### src/rtl/core_seq_ctrl.sv
// rtl/core_seq_ctrl.sv - sequences Core en/addr: compute run, gap, bit readout packed MSB-first into a byte stream
// Optional CORE_SEQ_ABORT_EN adds an abort input that returns the sequencer to IDLE.
module core_seq_ctrl #(
  parameter int RUN_CYCLES = 589831,
  parameter int GAP_CYCLES = 5,
  parameter int ADDR_W     = 11,
  parameter int NUM_BITS   = 2048
) (
  input  logic              clk,
  input  logic              rst_n,
  input  logic              start,
  output logic              busy,
  output logic              done,
  output logic              core_en,
  output logic [ADDR_W-1:0] core_addr,
  input  logic              core_out,
  output logic [7:0]        out_data,
  output logic              out_valid,
  input  logic              out_ready
`ifdef CORE_SEQ_ABORT_EN
  ,
  input  logic              abort
`endif
);

  localparam int CNT_MAX = (RUN_CYCLES > GAP_CYCLES) ? RUN_CYCLES : GAP_CYCLES;
  localparam int CNT_W   = $clog2(CNT_MAX + 1);
  localparam logic [CNT_W-1:0]  RUN_LOAD = CNT_W'(RUN_CYCLES - 1);
  localparam logic [CNT_W-1:0]  GAP_LOAD = CNT_W'(GAP_CYCLES - 1);
  localparam logic [ADDR_W-1:0] LAST_IDX = ADDR_W'(NUM_BITS - 1);

  typedef enum logic [2:0] {
    IDLE,
    RUN,
    GAP,
    RD_ADDR,
    RD_SAMP,
    FLUSH,
    DONE
  } state_t;

  state_t            state;
  logic [CNT_W-1:0]  cnt;
  logic [ADDR_W-1:0] idx;
  logic [6:0]        shreg;
  logic              out_free;
  logic              accept;
  logic              abort_hit;

  assign accept   = out_valid && out_ready;
  assign out_free = !out_valid || out_ready;

`ifdef CORE_SEQ_ABORT_EN
  assign abort_hit = abort && (state != IDLE);
`else
  assign abort_hit = 1'b0;
`endif

  // core_addr is loaded on entry to RD_ADDR so Core's registered output is valid by RD_SAMP.
  always_ff @(posedge clk or negedge rst_n) begin
    if (!rst_n) begin
      state     <= IDLE;
      cnt       <= '0;
      idx       <= '0;
      shreg     <= '0;
      busy      <= 1'b0;
      done      <= 1'b0;
      core_en   <= 1'b0;
      core_addr <= '0;
      out_data  <= '0;
      out_valid <= 1'b0;
    end else if (abort_hit) begin
      state     <= IDLE;
      cnt       <= '0;
      idx       <= '0;
      shreg     <= '0;
      busy      <= 1'b0;
      done      <= 1'b0;
      core_en   <= 1'b0;
      core_addr <= '0;
      out_valid <= 1'b0;
    end else begin
      done <= 1'b0;
      if (accept) begin
        out_valid <= 1'b0;
      end
      case (state)
        IDLE: begin
          core_en   <= 1'b0;
          core_addr <= '0;
          if (start) begin
            cnt     <= RUN_LOAD;
            core_en <= 1'b1;
            busy    <= 1'b1;
            state   <= RUN;
          end
        end
        RUN: begin
          if (cnt == '0) begin
            cnt     <= GAP_LOAD;
            core_en <= 1'b0;
            state   <= GAP;
          end else begin
            cnt <= cnt - 1'b1;
          end
        end
        GAP: begin
          if (cnt == '0) begin
            idx       <= '0;
            core_addr <= '0;
            shreg     <= '0;
            state     <= RD_ADDR;
          end else begin
            cnt <= cnt - 1'b1;
          end
        end
        RD_ADDR: begin
          core_addr <= idx;
          state     <= RD_SAMP;
        end
        RD_SAMP: begin
          if (idx[2:0] != 3'd7) begin
            shreg     <= {shreg[5:0], core_out};
            idx       <= idx + 1'b1;
            core_addr <= idx + 1'b1;
            state     <= RD_ADDR;
          end else if (out_free) begin
            out_data  <= {shreg, core_out};
            out_valid <= 1'b1;
            shreg     <= '0;
            if (idx == LAST_IDX) begin
              state <= FLUSH;
            end else begin
              idx       <= idx + 1'b1;
              core_addr <= idx + 1'b1;
              state     <= RD_ADDR;
            end
          end
          // Otherwise stall here with core_addr held; resampling is harmless.
        end
        FLUSH: begin
          if (accept) begin
            state <= DONE;
          end
        end
        DONE: begin
          done  <= 1'b1;
          busy  <= 1'b0;
          state <= IDLE;
        end
        default: begin
          state <= IDLE;
          busy  <= 1'b0;
        end
      endcase
    end
  end

endmodule

### config.mk
export PLATFORM = sky130hd
export DESIGN_NAME = core_seq_ctrl
export DESIGN_NICKNAME = d
export VERILOG_FILES = /design/src/rtl/core_seq_ctrl.sv
export SDC_FILE = /design/constraint.sdc
export NUM_CORES = 1
export LEC_CHECK = 0
export BUFFER_PORTS_ARGS = -buffer_cell sky130_fd_sc_hd__buf_4
export CORE_ASPECT_RATIO = 1.25
export CORE_MARGIN = 10
export CORE_UTILIZATION = 42
export CTS_BUF_LIST = sky130_fd_sc_hd__clkbuf_16
export DETAILED_ROUTE_END_ITERATION = 10
export SYNTH_ARGS = -nofsm -noshare
export SYNTH_HDL_FRONTEND = slang
export SYNTH_SLANG_ARGS = --single-unit
### constraint.sdc
create_clock -name clk -period 2.3 [get_ports clk]
set_input_delay 0.23 -clock clk [delete_from_list [all_inputs] [get_ports clk]]
set_output_delay 0.23 -clock clk [all_outputs]
set_load 0.01 [all_outputs]
==> results.ini, run 1 <==
[outcome]
status = complete, no violations

[die]
die_y_um = 122
initial_core_util_pct = 42.6
core_mm2 = 0.00815
die_x_um = 101
die_area_mm2 = 0.0123
io_pins = 28
row_count = 37

[grt]
grt_use_total_pct = 14.1
grt_pass1_vias = 2852
grt_pass1_wl_mm = 14.2
grt_overflow = 0
grt_max_degree = 65
antenna_found_initial = 0

[synth]
syn-cell-area_mm2 = 0.00347
synthAdderAreaFrac_pct = 1.08
synthTopCellsByCount = dfrtp_1 (64), o31ai_1 (26), a31oi_1 (18), mux2_2 (18), o21ai_0 (18)
synthTopCellsByArea = dfrtp_1 (46%), mux2_2 (5.8%), o31ai_1 (5.6%)
yosysMostFrequentCell = dfrtp_1
synth_warnings = 0
synth_top_area_share_pct = 46.2
synth_compound_area_share_pct = 23.3
post_synth_num_cell_types = 55
synth_edf_count = 0
synthSimpleGateAreaFrac_pct = 18.0
synthXorXnorAreaFrac_pct = 1.01
ys_ff_latch = 64
synth_top_family_by_area = compound AO/OA/AOI/OAI gates
synthesis.instances = 339
synth-seq-area-share_pct = 46.2
async_reset_ff_share_pct = 100
yosysTopAreaCell = dfrtp_1
syn_area_per_cell_um2 = 10.2
synth_nets = 347
synth_flop_cell = dfrtp_1
synth_mux_area_share_pct = 6.71

[power_and_ir_drop]
swShare_pct = 38.3
p_total_w = 0.00465
power_density_mw_per_mm2 = 1100
comb_power_share_pct = 40.3
switchingPower_w = 0.00178
p_int_w = 0.00287
pwr-share-seq_pct = 32.9
p_leak_nw = 1.88
ir_drop_mv = 0.659
power_frac_clock_pct = 26.8

[sta]
slew_headroom_pct = 45.7
finalHoldViolCount = 0
period_minus_slack_ns = 2.22
setup_ws_ns = 0.0793
rsz0062_at_grt = true
fin_crit_sh_pct = 96.6
tns_ns = 0
setup_viol = 0
skew_ns = 0.00562
slew_violations = 0
fmax_mhz = 450
worstMarginPinSlew_ns = 0.815

[place]
place_congestion = 0.845
hpwlAfterDp_mm = 5.78
preCtsSetupSlack_ns = 0.0569
portBuffers = 27

[clock_network]
cts_buffer_depth = 2
cts_tree = done
root_buffer = clkbuf_16
htreeDepth = 3
cts_made_buffers = 9
cts_hold_buf = 0
clock_latency_ns = 0.33
clock_sinks = 64
clkSlewWorstSetupHoldPaths_ns = 0.06

[worst_setup_path]
reg2reg_to = shreg[0]$_DFFE_PN0P_
worst-setup-path-type = flop to flop
reg2reg_depth = 5
reg2reg_from = cnt[16]$_DFFE_PN0P_
endpoint_kind = flop
arrival_ns = 2.43
r2r_slack_ns = 0.08
cp_max_fo = 7
start_kind = flop
required_ns = 2.51

[routing]
wl_per_cell_um = 17.1
drtAntennaViolNets = 0
via_per_inst = 5.97
drt_iter0_markers = 192
first_pass_iters = 4
vias = 2908
wirelength_mm = 8.33
drc_errors = 0

[final_layout]
insertedDiodeCount = 0
drive_gt1_share_pct = 29.5
nets = 393
syn_to_final_growth_pct = 21.5
fillers = 755

[worst_hold_path]
min-delay-path-class = primary input to async pin

[flow_run]
maxCapViolations = 0

stage by stage:
stage	instances	area, µm²	utilization [%]	hold slack (ns)
2_1_floorplan	339	3470	-	-0.0656
6_report	487	4220	51.8	0.000642
5_1_grt	487	4220	51.8	0.0852
3_3_place_gp	469	3900	47.9	0.387
3_5_place_dp	469	3900	47.9	0.390
4_1_cts	485	4180	51.2	0.0395
critical path: stages, from the launching register on:
cell     delay (ns)
dfrtp_1        0.39
or4_4          0.60
or4_4          0.61
nor2_4         0.14
o22ai_2        0.15
a22o_1         0.21
how the worst max path moves through the flow:
stage | from | end
final | cnt[16]$_DFFE_PN0P_ | shreg[0]$_DFFE_PN0P_
after global routing | cnt[16]$_DFFE_PN0P_ | cnt[8]$_DFFE_PN0P_
after CTS | cnt[12]$_DFFE_PN0P_ | core_addr[7]$_DFFE_PN0P_
after detailed placement | cnt[12]$_DFFE_PN0P_ | core_addr[7]$_DFFE_PN0P_
after global placement | cnt[12]$_DFFE_PN0P_ | core_addr[0]$_DFFE_PN0P_
after floorplan | cnt[12]$_DFFE_PN0P_ | core_addr[0]$_DFFE_PN0P_
per-layer routing:
metal | vias up | GRT usage (%) | routed length (µm)
met5 | - | 0 | 0
met4 | 0 | 6.46 | 164
met3 | 16 | 3.06 | 309
met2 | 69 | 23.2 | 4260
met1 | 1421 | 17.1 | 3590
li1 | 1402 | - | -
layout by cell type (no fill, tap or decap), types with 4 or more instances in the layout:
cell type	instances
a21oi_1	15
a22o_1	11
a31oi_1	18
a41oi_1	4
buf_4	56
clkbuf_16	9
dfrtp_1	64
inv_1	7
mux2_2	18
nand2_1	17
nand2b_1	5
nand3_1	11
nand4_1	4
nor2_1	16
nor3_1	5
o21ai_0	18
o31ai_1	26
or3_1	6
xor2_1	4
cell type report:
| type | instances | area (µm²) | area share (%) |
|---|---|---|---|
| Clock buffer | 9 | 225 | 5.34 |
| Clock inverter | 7 | 48.8 | 1.16 |
| Inverter | 7 | 26.3 | 0.623 |
| Multi-Input combinational cell | 246 | 1760 | 41.8 |
| Sequential cell | 64 | 1600 | 38.0 |
| Tap cell | 97 | 121 | 2.88 |
| Timing Repair Buffer | 57 | 432 | 10.2 |
cell families after synthesis:
kind of cell    Yosys count
compound gates          116
simple gates            102
xor+xnor                  4
mux                      21
fa+ha+maj                 3
flops                    64
buf+inv                  29
registers in the layout (all words and copies together) (netlist names):
signal     cells
busy           1
out_valid      1
core_en        1
shreg          7
done           1
idx           11
core_addr     11
out_data       8
state          3
cnt           20
timing repair:
action | CTS | global route
gates resized for setup | 0 | 6
setup buffers | 0 | 2
endpoints found under the setup margin | 0 | 35
power by group through the flow:
stage	combinational (W)	clock [W]	sequential, W
after detailed placement	0.00181	0	0.00154
after CTS	0.00182	0.00127	0.00153
after global placement	0.00179	0	0.00154
after global routing	0.00206	0.00132	0.00156
after floorplan	0.00127	0	0.00153
final	0.00187	0.00125	0.00153
Power figures use the tool's default switching activity.
==> run 2, diff against run 1 <==
PLACE_DENSITY = 0.73   (was not set)
SKIP_CTS_REPAIR_TIMING = 1   (was not set)
SLEW_MARGIN = 20   (was not set)
==> results.ini, run 2 (synthesis gave the netlist of run 1 again) <==
[outcome]
status = finished with violations
violations = hold timing

[worst_setup_path]
max_stage_delay_ns = 0.61  ; about the same
required_ns = 2.52  ; about the same
cp_num_buf_inv = 2  ; +2
cp_max_fo = 6  ; -1
path_cells = or4_4, nor2_4, nand3_2, a311oi_2, buf_4, buf_6, mux2_2
start_kind = flop
arrival_ns = 2.48  ; +0.05 ns
endpoint_kind = flop
worst-setup-path-type = flop to flop
r2r_slack_ns = 0.04  ; -0.04 ns
critPathSlowestCell = or4_4
path_delay_family = simple AND/OR/NAND/NOR gates

[final_layout]
final_common_cell = dfrtp_1
final_cell_mix = dfrtp_1 (64), buf_4 (51), o31ai_1 (26)
regMostFlops = cnt
largest_register_ffs = 20  ; unchanged
nets = 389  ; -1.0%
fillers = 710  ; -6.0%
insertedDiodeCount = 0  ; unchanged
syn_to_final_growth_pct = 23.3
reg_top3 = cnt (20), core_addr (11), idx (11)
layout.cells.non_filler = 483  ; -0.82%
drive_gt1_share_pct = 28.8  ; -0.73 points

[grt]
grt_max_degree = 65  ; unchanged
grt_use_total_pct = 13.9  ; -0.15 points
grt_pass1_vias = 2955  ; +3.6%
busiest_layer = met2
met2_usage_pct = 24.3  ; +1.2 points
antenna_found_initial = 0  ; unchanged
grt_pass1_wl_mm = 13.9  ; -1.7%
gr-usage-met1_pct = 15.5  ; -1.6 points
use_met3_pct = 2.60  ; -0.45 points
grt_overflow = 0  ; unchanged

[sta]
skew_ns = 0.00803  ; +0.00241 ns
rsz0062_at_grt = true
whs_ns = -0.0173  ; -0.0179 ns
slew_violations = 0  ; unchanged
worstMarginPinSlew_ns = 0.801  ; -0.0138 ns
finalHoldViolCount = 33  ; +33
period_minus_slack_ns = 2.26  ; +0.0385 ns
setup_viol = 0  ; unchanged
fmax_mhz = 443  ; -1.7%
fin_crit_sh_pct = 98.2  ; +1.7 points
slew_headroom_pct = 46.6  ; +0.92 points
setup_ws_ns = 0.0408  ; -0.0385 ns

[routing]
wl_per_cell_um = 18.0  ; +5.4%
drc_errors = 0  ; unchanged
first_pass_iters = 4  ; unchanged
drtAntennaViolNets = 0  ; unchanged
vias = 2944  ; +1.2%
wirelength_mm = 8.71  ; +4.6%
via_per_inst = 6.10  ; +2.1%
drt_iter0_markers = 152  ; -21%

[die]
die_y_um = 122  ; unchanged
die_x_um = 101  ; unchanged
row_count = 37  ; unchanged
io_pins = 28  ; unchanged
initial_core_util_pct = 42.6  ; unchanged
die_area_mm2 = 0.0123  ; unchanged
core_mm2 = 0.00815  ; unchanged

[power_and_ir_drop]
ir_drop_mv = 0.687  ; +4.3%
p_total_w = 0.00509  ; +9.5%
p_leak_nw = 1.91  ; +1.6%
power_density_mw_per_mm2 = 1190  ; +8.0%

[clock_network]
cts_tree = done
root_buffer = clkbuf_16
htreeDepth = 3  ; unchanged
cts_made_buffers = 9  ; unchanged
clkSlewWorstSetupHoldPaths_ns = 0.06  ; about the same
clock_latency_ns = 0.34  ; about the same
clock_sinks = 64  ; unchanged
cts_buffer_depth = 2  ; unchanged

[place]
placed_cells = 463  ; -1.3%
preCtsSetupSlack_ns = 0.0516  ; -0.00537 ns
place_congestion = 0.870  ; +3.0%
hpwlAfterDp_mm = 5.87  ; +1.6%
portBuffers = 27  ; unchanged

[worst_hold_path]
min-delay-path-class = primary input to async pin

[flow_run]
maxCapViolations = 0  ; unchanged

==> run 2: cell types whose count changed in the layout (fill, tap and decap cells not counted), sizes merged <==
| cell | change |
|---|---|
| inv | +3 |
| clkinv | -3 |
| buf | -4 |
| bufinv | +3 |
| clkinvlp | -3 |
==> run 2: report_power, final <==
group / total, W / internal (W) / switching [W] / leakage, nW
Combinational: 0.00193 / 0.000806 / 0.00113 / 0.886
Sequential: 0.00155 / 0.00135 / 0.000202 / 0.851
Clock: 0.00161 / 0.00107 / 0.000538 / 0.171
Total: 0.00509 / 0.00322 / 0.00187 / 1.91
==> run 2: metrics by stage <==
step | setup TNS (ns) | util, % | cell area, µm²
2_1_floorplan | 0 | - | 3470
3_3_place_gp | 0 | 47.3 | 3860
3_5_place_dp | 0 | 47.3 | 3860
4_1_cts | 0 | 51.6 | 4210
5_1_grt | -0.437 | 52.5 | 4280
6_report | 0 | 52.5 | 4280
==> run 2: worst paths after layout <==
| check | start | endpoint | cells past startpoint |
|---|---|---|---|
| min in group clk | core_out | out_data[0]$_DFFE_PN0P_ | 2 |
| max in group asynchronous | rst_n | cnt[3]$_DFFE_PN0P_ | 1 |
| min | rst_n | core_addr[7]$_DFFE_PN0P_ | 1 |
| max | cnt[12]$_DFFE_PN0P_ | core_addr[8]$_DFFE_PN0P_ | 7 |
| min reg2reg | core_addr[10]$_DFFE_PN0P_ | core_addr[10]$_DFFE_PN0P_ | 1 |
| max reg2reg | cnt[12]$_DFFE_PN0P_ | core_addr[8]$_DFFE_PN0P_ | 7 |
==> run 2: cell type report <==
class / count / area (µm²) / area share (%)
Clock inverter: 7 / 125 / 2.93
Tap cell: 97 / 121 / 2.84
Timing Repair Buffer: 53 / 405 / 9.48
Inverter: 7 / 26.3 / 0.614
Multi-Input combinational cell: 246 / 1770 / 41.4
Clock buffer: 9 / 225 / 5.27
Sequential cell: 64 / 1600 / 37.4
==> run 2: routing by layer <==
layer	share of wire, %	wire length [µm]	up-vias
li1	-	-	1396
met1	39	3430	1451
met2	54	4700	75
met3	4.2	369	22
met4	2.4	210	0
met5	0	0	-
==> run 3, diff against run 2 <==
BUFFER_PORTS_ARGS = -buffer_cell sky130_fd_sc_hd__buf_2   (was -buffer_cell sky130_fd_sc_hd__buf_4)
CAP_MARGIN = 20   (was not set)
==> results.ini, run 3 (synthesis gave the netlist of run 1 again) <==
[sta]
worstMarginPinSlew_ns = 0.688  ; -0.113 ns
fmax_mhz = 448  ; +1.2%
fin_crit_sh_pct = 97.1  ; -1.1 points
skew_ns = 0.00671  ; -0.00132 ns
slew_headroom_pct = 53.9  ; +7.3 points
finalHoldViolCount = 0  ; -100%
setup_ws_ns = 0.0670  ; +0.0263 ns
rsz0062_at_grt = true
tns_ns = 0  ; unchanged
whs_ns = 0.140  ; +0.158 ns
setup_viol = 0  ; unchanged
slew_violations = 0  ; unchanged
period_minus_slack_ns = 2.23  ; -0.0263 ns

[routing]
wirelength_mm = 8.22  ; -5.6%
drt_iter0_markers = 135  ; -11%
drc_errors = 0  ; unchanged
wl_per_cell_um = 17.0  ; -5.6%
vias = 2936  ; -0.27%
first_pass_iters = 6  ; +2
drtAntennaViolNets = 0  ; unchanged
via_per_inst = 6.08  ; -0.27%

[grt]
grt_pass1_vias = 2941  ; -0.47%
grt_pass1_wl_mm = 13.9  ; -0.55%
grt_max_degree = 28  ; -57%
grt_overflow = 0  ; unchanged
antenna_found_initial = 0  ; unchanged
grt_use_total_pct = 13.6  ; -0.34 points

[final_layout]
fillers = 710  ; unchanged
final_cell_mix = dfrtp_1 (64), buf_2 (27), o31ai_1 (26), buf_4 (24)
drive_gt1_share_pct = 28.8  ; unchanged
largest_register_ffs = 20  ; unchanged
insertedDiodeCount = 0  ; unchanged
syn_to_final_growth_pct = 20.3
reg_top3 = cnt (20), core_addr (11), idx (11)
finalInstanceArea_mm2 = 0.00417  ; -2.4%
seq_area_mm2 = 0.00160  ; unchanged
fin_util_pct = 51.2  ; -1.3 points
regMostFlops = cnt
nets = 389  ; unchanged
final_common_cell = dfrtp_1
multi_input_area_mm2 = 0.00176  ; -0.71%

[die]
row_count = 37  ; unchanged
core_mm2 = 0.00815  ; unchanged
die_x_um = 101  ; unchanged
die_area_mm2 = 0.0123  ; unchanged
initial_core_util_pct = 42.6  ; unchanged
die_y_um = 122  ; unchanged
io_pins = 28  ; unchanged

[power_and_ir_drop]
switchingPower_w = 0.00177  ; -5.3%
power_frac_clock_pct = 30.8  ; -0.8 points
ir_drop_mv = 0.536  ; -22%
p_int_w = 0.00304  ; -5.7%
p_leak_nw = 1.89  ; -1.2%
swShare_pct = 36.8  ; +0.10 points
comb_power_share_pct = 37.1  ; -0.9 points
power_density_mw_per_mm2 = 1150  ; -3.2%
pwr-share-seq_pct = 32.1  ; +1.7 points

[clock_network]
cts_made_buffers = 9  ; unchanged
cts_buffer_depth = 2  ; unchanged
clock_sinks = 64  ; unchanged
clock_latency_ns = 0.33  ; about the same
htreeDepth = 3  ; unchanged
root_buffer = clkbuf_16
clkSlewWorstSetupHoldPaths_ns = 0.05  ; about the same
cts_tree = done

[worst_setup_path]
path_delay_family = simple AND/OR/NAND/NOR gates
endpoint_kind = flop
arrival_ns = 2.45  ; -0.03 ns
critPathSlowestCell = or4_4
cp_num_buf_inv = 0  ; -2
start_kind = flop
crit_top_cell = or4_4
required_ns = 2.51  ; about the same
path_cells = or4_4, or4_4, nor2_4, o22ai_2, a22o_1
max_stage_delay_ns = 0.62  ; about the same
worst-setup-path-type = flop to flop
cp_max_fo = 7  ; +1

[outcome]
status = complete, no violations

[place]
portBuffers = 27  ; unchanged
place_congestion = 0.871  ; about the same
preCtsSetupSlack_ns = 0.0472  ; -0.00438 ns
post_dp_cell_area_mm2 = 0.00380  ; -1.4%
hpwlAfterDp_mm = 5.80  ; -1.2%

[worst_hold_path]
min-delay-path-class = primary input to flop

[flow_run]
maxCapViolations = 0  ; unchanged

run 3: cell types whose count changed in the layout (fill, tap and decap cells not counted), sizes merged:
cell	change
inv	-1
dlygate4sd3	+1
bufinv	-1
buf	-1
clkinv	+1
clkinvlp	+1
run 3: layout make-up:
type                            count  share of cell area [%]
Inverter                            7                   0.630
Tap cell                           97                    2.91
Multi-Input combinational cell    246                    42.2
Timing Repair Buffer               53                    8.07
Clock inverter                      7                    2.46
Clock buffer                        9                    5.40
Sequential cell                    64                    38.4
run 3: final timing paths:
kind	endpoint	depth (start not counted)	slack (ns)	from
hold reg to reg	out_data[4]$_DFFE_PN0P_	1	0.50	out_data[4]$_DFFE_PN0P_
setup / recovery	shreg[1]$_DFFE_PN0P_	5	0.07	cnt[13]$_DFFE_PN0P_
min in group asynchronous	core_addr[7]$_DFFE_PN0P_	2	0.44	rst_n
max in group asynchronous	out_valid$_DFF_PN0_	3	1.16	rst_n
hold / removal	shreg[0]$_DFFE_PN0P_	2	0.14	core_out
setup reg to reg	shreg[1]$_DFFE_PN0P_	5	0.07	cnt[13]$_DFFE_PN0P_
run 3: power by group through the flow:
stage	sequential (W)	clock (W)	combinational, W
after floorplan	0.00153	0	0.00127
after global placement	0.00154	0	0.00169
after detailed placement	0.00155	0	0.00173
after CTS	0.00154	0.00151	0.00175
after global routing	0.00157	0.00156	0.00198
final	0.00154	0.00148	0.00178
run 3: routing by layer:
metal  share of wire, %  global-route usage, %  vias to the layer above  routed length (µm)
met5                  0                      0                        -                   0
met4                1.2                   5.41                        0                  97
met3                4.3                   3.74                       10                 352
met2                 54                   23.4                       70                4470
met1                 40                   15.4                     1460                3300
li1                   -                      -                     1396                   -
run 3: stage by stage:
stage	std cells	power [W]
CTS	481	0.00479
detailed placement	465	0.00328
floorplan	339	0.00280
global route	483	0.00511
finish	483	0.00481
global placement	465	0.00323
